<file path="config.mk">
export PLATFORM = sky130hd
export DESIGN_NAME = ta_stream_accum_flat
export DESIGN_NICKNAME = d
export VERILOG_FILES = /design/src/rtl/ta_stream_accum_pkg.sv /design/src/rtl/ta_stream_accum_if.sv /design/src/rtl/ta_stream_accum_adder.sv /design/src/rtl/ta_stream_accum.sv /design/src/flat_wrapper.sv
export SDC_FILE = /design/constraint.sdc
export NUM_CORES = 1
export LEC_CHECK = 0
export CAP_MARGIN = 20
export CORE_MARGIN = 10
export CORE_UTILIZATION = 52
export CTS_CLUSTER_DIAMETER = 30
export DETAILED_ROUTE_END_ITERATION = 7
export GPL_ROUTABILITY_DRIVEN = 1
export PLACE_DENSITY_LB_ADDON = 0.08
export SLEW_MARGIN = 5
export SYNTH_ARGS = -nofsm -noshare
export SYNTH_HDL_FRONTEND = slang
export SYNTH_SLANG_ARGS = --single-unit
</file>
<file path="constraint.sdc">
create_clock -name clk -period 3.9 [get_ports clk]
set_clock_uncertainty 0.1 [all_clocks]
set_input_delay 0.78 -clock clk [delete_from_list [all_inputs] [get_ports clk]]
set_output_delay 0.78 -clock clk [all_outputs]
set_load 0.005 [all_outputs]
</file>
<file path="src/rtl/ta_stream_accum_pkg.sv">
// ----------------------------------------------------------------------------
// ta_pkg
// Shared types and helpers for the truncation-adder stream accumulator.
//   ta_state_e   : FSM state encoding (IDLE, ACCUM, HOLD)
//   border_mask  : all-ones mask with bits [b-1:0] cleared (callers slice it
//                  down to their accumulator width, up to 64 bits)
// ----------------------------------------------------------------------------
package ta_pkg;

   typedef enum logic [1:0] {
      IDLE  = 2'd0,
      ACCUM = 2'd1,
      HOLD  = 2'd2
   } ta_state_e;

   function automatic logic [63:0] border_mask(input logic [7:0] b);
      return {64{1'b1}} << b;
   endfunction

endpackage

</file>
<file path="src/rtl/ta_stream_accum_if.sv">
// ----------------------------------------------------------------------------
// ta_stream_accum_if
// Operand/result stream bundle for ta_stream_accum.
//   cfg_border / cfg_len : per-group configuration, sampled on the first beat
//   in_valid / in_ready / in_a            : operand stream
//   out_valid / out_ready / out_sum / out_ovf : result stream
// Modports: slave = accumulator side, master = producer/consumer side.
// ----------------------------------------------------------------------------
interface ta_stream_accum_if #(
   parameter int BITWIDTH   = 8,
   parameter int ACC_WIDTH  = 16,
   parameter int MAX_BORDER = 4,
   parameter int LEN_WIDTH  = 8
);
   localparam int BW = $clog2(MAX_BORDER + 1);

   logic [BW-1:0]        cfg_border;
   logic [LEN_WIDTH-1:0] cfg_len;
   logic                 in_valid;
   logic                 in_ready;
   logic [BITWIDTH-1:0]  in_a;
   logic                 out_valid;
   logic                 out_ready;
   logic [ACC_WIDTH-1:0] out_sum;
   logic                 out_ovf;

   modport slave (
      input  cfg_border, cfg_len, in_valid, in_a, out_ready,
      output in_ready, out_valid, out_sum, out_ovf
   );

   modport master (
      output cfg_border, cfg_len, in_valid, in_a, out_ready,
      input  in_ready, out_valid, out_sum, out_ovf
   );
endinterface

</file>
<file path="src/rtl/ta_stream_accum_adder.sv">
// ----------------------------------------------------------------------------
// ta_stream_accum_adder
// Unsigned BITWIDTH-bit adder with carry-in, result carries the carry-out in
// o_sum[BITWIDTH].
//   SUBTYPE 0 : ripple-carry
//   SUBTYPE 1 : carry-lookahead (each carry flattened from generate/propagate)
// Ports: i_a, i_b (BITWIDTH), i_cin, o_sum (BITWIDTH+1)
// ----------------------------------------------------------------------------
module ta_stream_accum_adder #(
   parameter int BITWIDTH = 16,
   parameter int SUBTYPE  = 1
) (
   input  logic [BITWIDTH-1:0] i_a,
   input  logic [BITWIDTH-1:0] i_b,
   input  logic                i_cin,
   output logic [BITWIDTH:0]   o_sum
);
   logic [BITWIDTH-1:0] w_g;
   logic [BITWIDTH-1:0] w_p;
   logic [BITWIDTH:0]   w_c;

   assign w_g = i_a & i_b;
   assign w_p = i_a ^ i_b;

   if (SUBTYPE == 0) begin : g_rca
      assign w_c[0] = i_cin;
      for (genvar i = 0; i < BITWIDTH; i++) begin : g_bit
         assign w_c[i+1] = w_g[i] | (w_p[i] & w_c[i]);
      end
   end else begin : g_cla
      // c[i+1] = g[i] | p[i]g[i-1] | ... | p[i..0]cin, expanded per bit
      always_comb begin
         logic t_c;
         logic t_p;
         w_c    = '0;
         w_c[0] = i_cin;
         for (int i = 0; i < BITWIDTH; i++) begin
            t_c = w_g[i];
            t_p = w_p[i];
            for (int j = i - 1; j >= 0; j--) begin
               t_c = t_c | (t_p & w_g[j]);
               t_p = t_p & w_p[j];
            end
            w_c[i+1] = t_c | (t_p & i_cin);
         end
      end
   end

   assign o_sum = {w_c[BITWIDTH], w_p ^ w_c[BITWIDTH-1:0]};
endmodule

</file>
<file path="src/rtl/ta_stream_accum.sv">
// ----------------------------------------------------------------------------
// ta_stream_accum
// Streaming truncation-adder accumulator: sums cfg_len operands per group,
// clearing the low cfg_border bits of each addend, saturating on overflow.
// Ports:
//   clk, rst_n : clock, asynchronous active-low reset
//   bus        : ta_stream_accum_if.slave (cfg, operand stream, result stream)
// Build option:
//   TA_ROUND_COMP_EN : add in_a[b-1] << b to each truncated addend
//                      (round-half-up compensation); absent = plain truncation
// ----------------------------------------------------------------------------
module ta_stream_accum
   import ta_pkg::*;
#(
   parameter int BITWIDTH   = 8,
   parameter int ACC_WIDTH  = 16,
   parameter int MAX_BORDER = 4,
   parameter int LEN_WIDTH  = 8,
   parameter int SUBTYPE    = 1
) (
   input logic              clk,
   input logic              rst_n,
   ta_stream_accum_if.slave bus
);
   localparam int BW = $clog2(MAX_BORDER + 1);

   localparam logic [1:0] ST_IDLE  = 2'(IDLE);
   localparam logic [1:0] ST_ACCUM = 2'(ACCUM);
   localparam logic [1:0] ST_HOLD  = 2'(HOLD);

   logic [1:0]           r_state;
   logic [ACC_WIDTH-1:0] r_acc;
   logic                 r_ovf;
   logic [LEN_WIDTH-1:0] r_cnt;
   logic [LEN_WIDTH-1:0] r_len;
   logic [BW-1:0]        r_border;
   logic [ACC_WIDTH-1:0] r_sum;
   logic                 r_sum_ovf;

   logic                 w_in_ready;
   logic                 w_fire;
   logic                 w_start;
   logic [BW-1:0]        w_b_cfg;
   logic [LEN_WIDTH-1:0] w_len_cfg;
   logic [BW-1:0]        w_b;
   logic [BITWIDTH-1:0]  w_a;
   logic [ACC_WIDTH-1:0] w_ext;
   logic [ACC_WIDTH-1:0] w_mask;
   logic [ACC_WIDTH-1:0] w_addend;
   logic [ACC_WIDTH-1:0] w_add_a;
   logic [ACC_WIDTH:0]   w_sum;
   logic [ACC_WIDTH-1:0] w_acc_nxt;
   logic                 w_ovf_nxt;
   logic [LEN_WIDTH-1:0] w_cnt_nxt;
   logic [LEN_WIDTH-1:0] w_len_cur;
   logic                 w_last;

   // HOLD only accepts a new first beat when the result leaves the same cycle
   assign w_in_ready = (r_state == ST_HOLD) ? bus.out_ready : 1'b1;
   assign w_fire     = bus.in_valid && w_in_ready;
   assign w_start    = w_fire && (r_state != ST_ACCUM);

   assign w_b_cfg   = (bus.cfg_border > BW'(MAX_BORDER)) ? BW'(MAX_BORDER) : bus.cfg_border;
   assign w_len_cfg = (bus.cfg_len == '0) ? LEN_WIDTH'(1) : bus.cfg_len;

   // first beat uses the live config, later beats the latched copy
   assign w_b       = w_start ? w_b_cfg : r_border;
   assign w_len_cur = w_start ? w_len_cfg : r_len;

   assign w_a    = bus.in_a;
   assign w_ext  = ACC_WIDTH'(w_a);
   assign w_mask = ACC_WIDTH'(border_mask(8'(w_b)));

`ifdef TA_ROUND_COMP_EN
   logic w_rbit;
   assign w_rbit   = (w_b != '0) && w_ext[w_b - 1'b1];
   assign w_addend = (w_ext & w_mask) + (ACC_WIDTH'(w_rbit) << w_b);
`else
   assign w_addend = w_ext & w_mask;
`endif

   // a first beat loads the addend alone, so the adder sees zero
   assign w_add_a = w_start ? '0 : r_acc;

   ta_stream_accum_adder #(
      .BITWIDTH (ACC_WIDTH),
      .SUBTYPE  (SUBTYPE)
   ) u_adder (
      .i_a   (w_add_a),
      .i_b   (w_addend),
      .i_cin (1'b0),
      .o_sum (w_sum)
   );

   assign w_acc_nxt = w_sum[ACC_WIDTH] ? '1 : w_sum[ACC_WIDTH-1:0];
   assign w_ovf_nxt = w_sum[ACC_WIDTH] | (~w_start & r_ovf);
   assign w_cnt_nxt = w_start ? LEN_WIDTH'(1) : r_cnt + 1'b1;
   assign w_last    = (w_cnt_nxt == w_len_cur);

   always_ff @(posedge clk or negedge rst_n) begin
      if (!rst_n) begin
         r_state   <= ST_IDLE;
         r_acc     <= '0;
         r_ovf     <= 1'b0;
         r_cnt     <= '0;
         r_len     <= '0;
         r_border  <= '0;
         r_sum     <= '0;
         r_sum_ovf <= 1'b0;
      end else if (w_fire) begin
         r_acc <= w_acc_nxt;
         r_ovf <= w_ovf_nxt;
         r_cnt <= w_cnt_nxt;
         if (w_start) begin
            r_border <= w_b_cfg;
            r_len    <= w_len_cfg;
         end
         if (w_last) begin
            r_state   <= ST_HOLD;
            r_sum     <= w_acc_nxt;
            r_sum_ovf <= w_ovf_nxt;
         end else begin
            r_state <= ST_ACCUM;
         end
      end else if (r_state == ST_HOLD && bus.out_ready) begin
         r_state <= ST_IDLE;
      end
   end

   assign bus.in_ready  = w_in_ready;
   assign bus.out_valid = (r_state == ST_HOLD);
   assign bus.out_sum   = r_sum;
   assign bus.out_ovf   = r_sum_ovf;
endmodule

</file>
<file path="src/flat_wrapper.sv">
// flat-port wrapper written by rule: the top's interface ports become plain ports
module ta_stream_accum_flat import ta_pkg::*;
#(
   parameter int BITWIDTH   = 8,
   parameter int ACC_WIDTH  = 16,
   parameter int MAX_BORDER = 4,
   parameter int LEN_WIDTH  = 8,
   parameter int SUBTYPE    = 1
)
  (clk, rst_n, bus_cfg_border, bus_cfg_len, bus_in_valid, bus_in_a, bus_out_ready, bus_in_ready, bus_out_valid, bus_out_sum, bus_out_ovf);
  ta_stream_accum_if #(.BITWIDTH(BITWIDTH), .ACC_WIDTH(ACC_WIDTH), .MAX_BORDER(MAX_BORDER), .LEN_WIDTH(LEN_WIDTH)) bus_i ();
  input logic clk;
  input logic rst_n;
  input wire logic [$bits(bus_i.cfg_border)-1:0] bus_cfg_border;
  input wire logic [$bits(bus_i.cfg_len)-1:0] bus_cfg_len;
  input wire logic [$bits(bus_i.in_valid)-1:0] bus_in_valid;
  input wire logic [$bits(bus_i.in_a)-1:0] bus_in_a;
  input wire logic [$bits(bus_i.out_ready)-1:0] bus_out_ready;
  output wire logic [$bits(bus_i.in_ready)-1:0] bus_in_ready;
  output wire logic [$bits(bus_i.out_valid)-1:0] bus_out_valid;
  output wire logic [$bits(bus_i.out_sum)-1:0] bus_out_sum;
  output wire logic [$bits(bus_i.out_ovf)-1:0] bus_out_ovf;
  assign bus_i.cfg_border = bus_cfg_border;
  assign bus_i.cfg_len = bus_cfg_len;
  assign bus_i.in_valid = bus_in_valid;
  assign bus_i.in_a = bus_in_a;
  assign bus_i.out_ready = bus_out_ready;
  assign bus_in_ready = bus_i.in_ready;
  assign bus_out_valid = bus_i.out_valid;
  assign bus_out_sum = bus_i.out_sum;
  assign bus_out_ovf = bus_i.out_ovf;
  ta_stream_accum #(.BITWIDTH(BITWIDTH), .ACC_WIDTH(ACC_WIDTH), .MAX_BORDER(MAX_BORDER), .LEN_WIDTH(LEN_WIDTH), .SUBTYPE(SUBTYPE)) u_core (.clk(clk), .rst_n(rst_n), .bus(bus_i));
endmodule
</file>
==> results.sh <==
export IMPL_status="complete, no violations"
export IMPL_leakage_nw=1.825
export IMPL_nets=441
export IMPL_synth_distinct_cells=50
export IMPL_cts_buffer_depth=2
export IMPL_numCtsBuffers=5
export IMPL_power_switching_mw=1.294
export IMPL_crit_top_cell="a21oi_2"
export IMPL_grt_pass1_wl_um=12600
export IMPL_cts_clk_slew_worst_paths_ns=0.09
export IMPL_worstMarginPinSlew_ns=0.9728
export IMPL_gp_congestion=0.8817
export IMPL_drive_gt1_share_pct=24.51
export IMPL_tns_ns=0
export IMPL_ios=42
export IMPL_antenna_found_initial=0
export IMPL_clkPwrFrac_pct=9.7
export IMPL_drt_total_wl_um=7782
export IMPL_fmax_ghz=0.2642
export IMPL_clock_latency_ns=0.31
export IMPL_die_w_um=98.15
export IMPL_setup_viol=0
export IMPL_drv_slew=0
export IMPL_async_flop_share_pct=100.0
export IMPL_post_synth_top_count_cell="dfrtp_1"
export IMPL_route_vias_total=2748
export IMPL_ant_nets=0
export IMPL_drcViolationCount=0
export IMPL_cp_required_ns=4.00
export IMPL_finalCritPeriodShare_pct=97.06
export IMPL_ys_ff_latch=55
export IMPL_power_frac_comb_pct=60.4
export IMPL_utilization_pct=69.82
export IMPL_post_drt_wl_per_cell_um=16.11
export IMPL_rows=28
export IMPL_grt_max_degree=36
export IMPL_fillers=481
export IMPL_path_class="primary input to flop"
export IMPL_netlist_area_leader_share_pct=43.34
export IMPL_avgSynthCellArea_um2=9.451
export IMPL_yosysSeqAreaShare_pct=43.34
export IMPL_dieArea_um2=9632
export IMPL_end_kind="flop"
export IMPL_clkSinkCount=55
export IMPL_powerDensity_nw_per_um2=792.2
export IMPL_synth_ff_type="dfrtp_1"
export IMPL_finish_instance_area_um2=4134
export IMPL_ir_worst_vdd_mv=0.4875
export IMPL_viasPerCell=5.689
export IMPL_cts_tree="built"
export IMPL_fp_coreArea_um2=5921
export IMPL_cts_root_buffer="clkbuf_8"
export IMPL_synth_commonest_cells="55 x dfrtp_1, 48 x nand2_1, 28 x o21ai_0"
export IMPL_synthToLayoutAreaGrowth_pct=30.18
export IMPL_finalHoldViolCount=0
export IMPL_crit_chain="clkdlybuf4s50_1 -> or3b_4 -> nand3_4 -> nor3b_1 -> a21oi_2 -> inv_1 -> a21oi_2 -> ha_2 -> o21ai_4 -> o21ai_2 -> a41o_4 -> buf_4 -> a31oi_2 -> a211oi_2 -> mux2_4"
export IMPL_slowest_delay_ns=0.42
export IMPL_syn_num_nets=369
export IMPL_critPathTopFamily="compound AO/OA/AOI/OAI gates"
export IMPL_io_buffers=41
export IMPL_crit_fanout=7
export IMPL_yosys_warnings=0
export IMPL_p_int_mw=1.981
export IMPL_synth_edf_count=0
export IMPL_place_area_um2=3880
export IMPL_placedCellCount=471
export IMPL_htree_levels=2
export IMPL_swShare_pct=39.51
export IMPL_finalNonFillerCells=483
export IMPL_grt_overflow=0
export IMPL_floorplan_initialDensity_pct=53.63
export IMPL_grt_use_total_pct=15.36
export IMPL_arrival_ns=3.89
export IMPL_dr_pass1_iters=5
export IMPL_seqPwrFrac_pct=29.9
export IMPL_synth_area_leaders="dfrtp_1 43%, nand2_1 5.7%, o21ai_0 4.4%"
export IMPL_min_delay_path_class="flop to flop"
export IMPL_critical_path_slowest_cell="clkdlybuf4s50_1"
export IMPL_relSlewSlack_pct=35.15
export IMPL_synth_cells=336
export IMPL_worst_hold_slack_ns=0.4036
export IMPL_die_h_um=98.15
export IMPL_dp_hpwl_um=5623
export IMPL_grt_pass1_vias=2620
export IMPL_cp_num_buf_inv=3
export IMPL_yosysTopAreaCell="dfrtp_1"
export IMPL_critPathLaunchType="primary input"
export IMPL_fin_crit_ns=3.785
export IMPL_drtIter0Drc=180
export IMPL_n_antenna_cell=0
export IMPL_maxCapViolCount=0
export IMPL_synth_area_um2=3176
## layer usage
| metal | GRT usage, % | wire length (um) |
|---|---|---|
| met1 | 19.77 | 3494 |
| met5 | 0 | 0 |
| met4 | 3.969 | 94 |
| met3 | 4.017 | 462 |
| met2 | 24.97 | 3730 |
## cells in the final DEF, fill, tap and decap left out, types with 5 or more instances in the layout
cell             count
dfrtp_1             55
nand2_1             47
buf_4               41
clkdlybuf4s50_1     40
o21ai_0             22
nor2_1              17
a31oi_1             17
mux2_2              12
inv_1               11
and2_1              10
xnor2_1              8
nand3_1              7
xor2_1               7
and3_1               6
mux2_4               6
ha_1                 6
clkbuf_8             6
nand2b_1             5
a21oi_2              5
a21oi_1              5
## cell type report
type	count	area (um^2)	area share, %
multi-input cells	252	1818	43.98
flip-flops and latches	55	1376	33.29
repair buffers	82	713.2	17.25
well taps	75	93.84	2.270
clock buffers	6	82.58	1.998
inverters	12	45.04	1.090
clock inverters	1	5.005	0.1211
## flip-flops by register name, indices dropped and copies added, names as in the netlist
signal / flops
u_core.bus.out_ovf: 1
u_core.bus.out_sum: 16
u_core.r_acc: 16
u_core.r_len: 8
u_core.r_cnt: 8
u_core.r_border: 3
u_core.r_state: 2
u_core.r_ovf: 1
## final timing paths
kind	startpoint	endpoint	slack (ns)	depth (start not counted)
min in group asynchronous	rst_n	u_core.r_state[1]$_DFFE_PN0P_	0.45	1
hold reg to reg	u_core.r_acc[3]$_DFFE_PN0P_	u_core.r_acc[3]$_DFFE_PN0P_	0.40	1
max in group asynchronous	rst_n	u_core.r_border[1]$_DFFE_PN0P_	2.48	2
setup reg to reg	u_core.r_state[0]$_DFFE_PN0P_	u_core.bus.out_sum[14]$_DFFE_PN0P_	0.54	14
hold / removal	u_core.r_acc[3]$_DFFE_PN0P_	u_core.r_acc[3]$_DFFE_PN0P_	0.40	1
setup / recovery	bus_out_ready	u_core.bus.out_sum[14]$_DFFE_PN0P_	0.11	15
## power by group through the flow
stage	sequential, mW	clock [mW]	combinational [mW]
after detailed placement	0.981	0	1.79
final	0.979	0.318	1.98
after floorplan	0.936	0	1.10
after CTS	0.974	0.327	1.83
after global placement	0.975	0	1.76
after global routing	1.01	0.347	2.18
## logic make-up after synthesis
| logic type | after synthesis | share of synthesized area, % |
|---|---|---|
| fa+ha+maj | 10 | 4.177 |
| simple gates | 120 | 18.75 |
| xor+xnor | 15 | 4.137 |
| buf+inv | 29 | 4.137 |
| compound gates | 86 | 17.42 |
| mux | 21 | 8.038 |
| flops | 55 | 43.34 |
## what timing repair did
action,CTS,global route
buffers inserted,2,3
hold buffers,0,0
endpoints found under the setup margin,32,33
resized for setup,7,27
pin swaps,2,12
## stage by stage
| step | worst slack, ns | power [mW] |
|---|---|---|
| detailed placement | -0.5156 | 2.770 |
| global placement | -0.4731 | 2.734 |
| floorplan | 0.04287 | 2.037 |
| finish | 0.1145 | 3.275 |
| CTS | 0.01562 | 3.133 |
| global route | -0.02325 | 3.539 |
## worst reg2reg max path: cells and delay by family, from the launching register on
family	cells	cell delay, ns
AO/OA/AOI/OAI	7	1.19
adder cells (fa/ha/maj)	1	0.31
flip-flops	1	0.44
AND/OR/NAND/NOR	3	0.70
multiplexers	1	0.27
buffers and inverters	2	0.25
No activity file was read; power rests on OpenSTA's default activity.
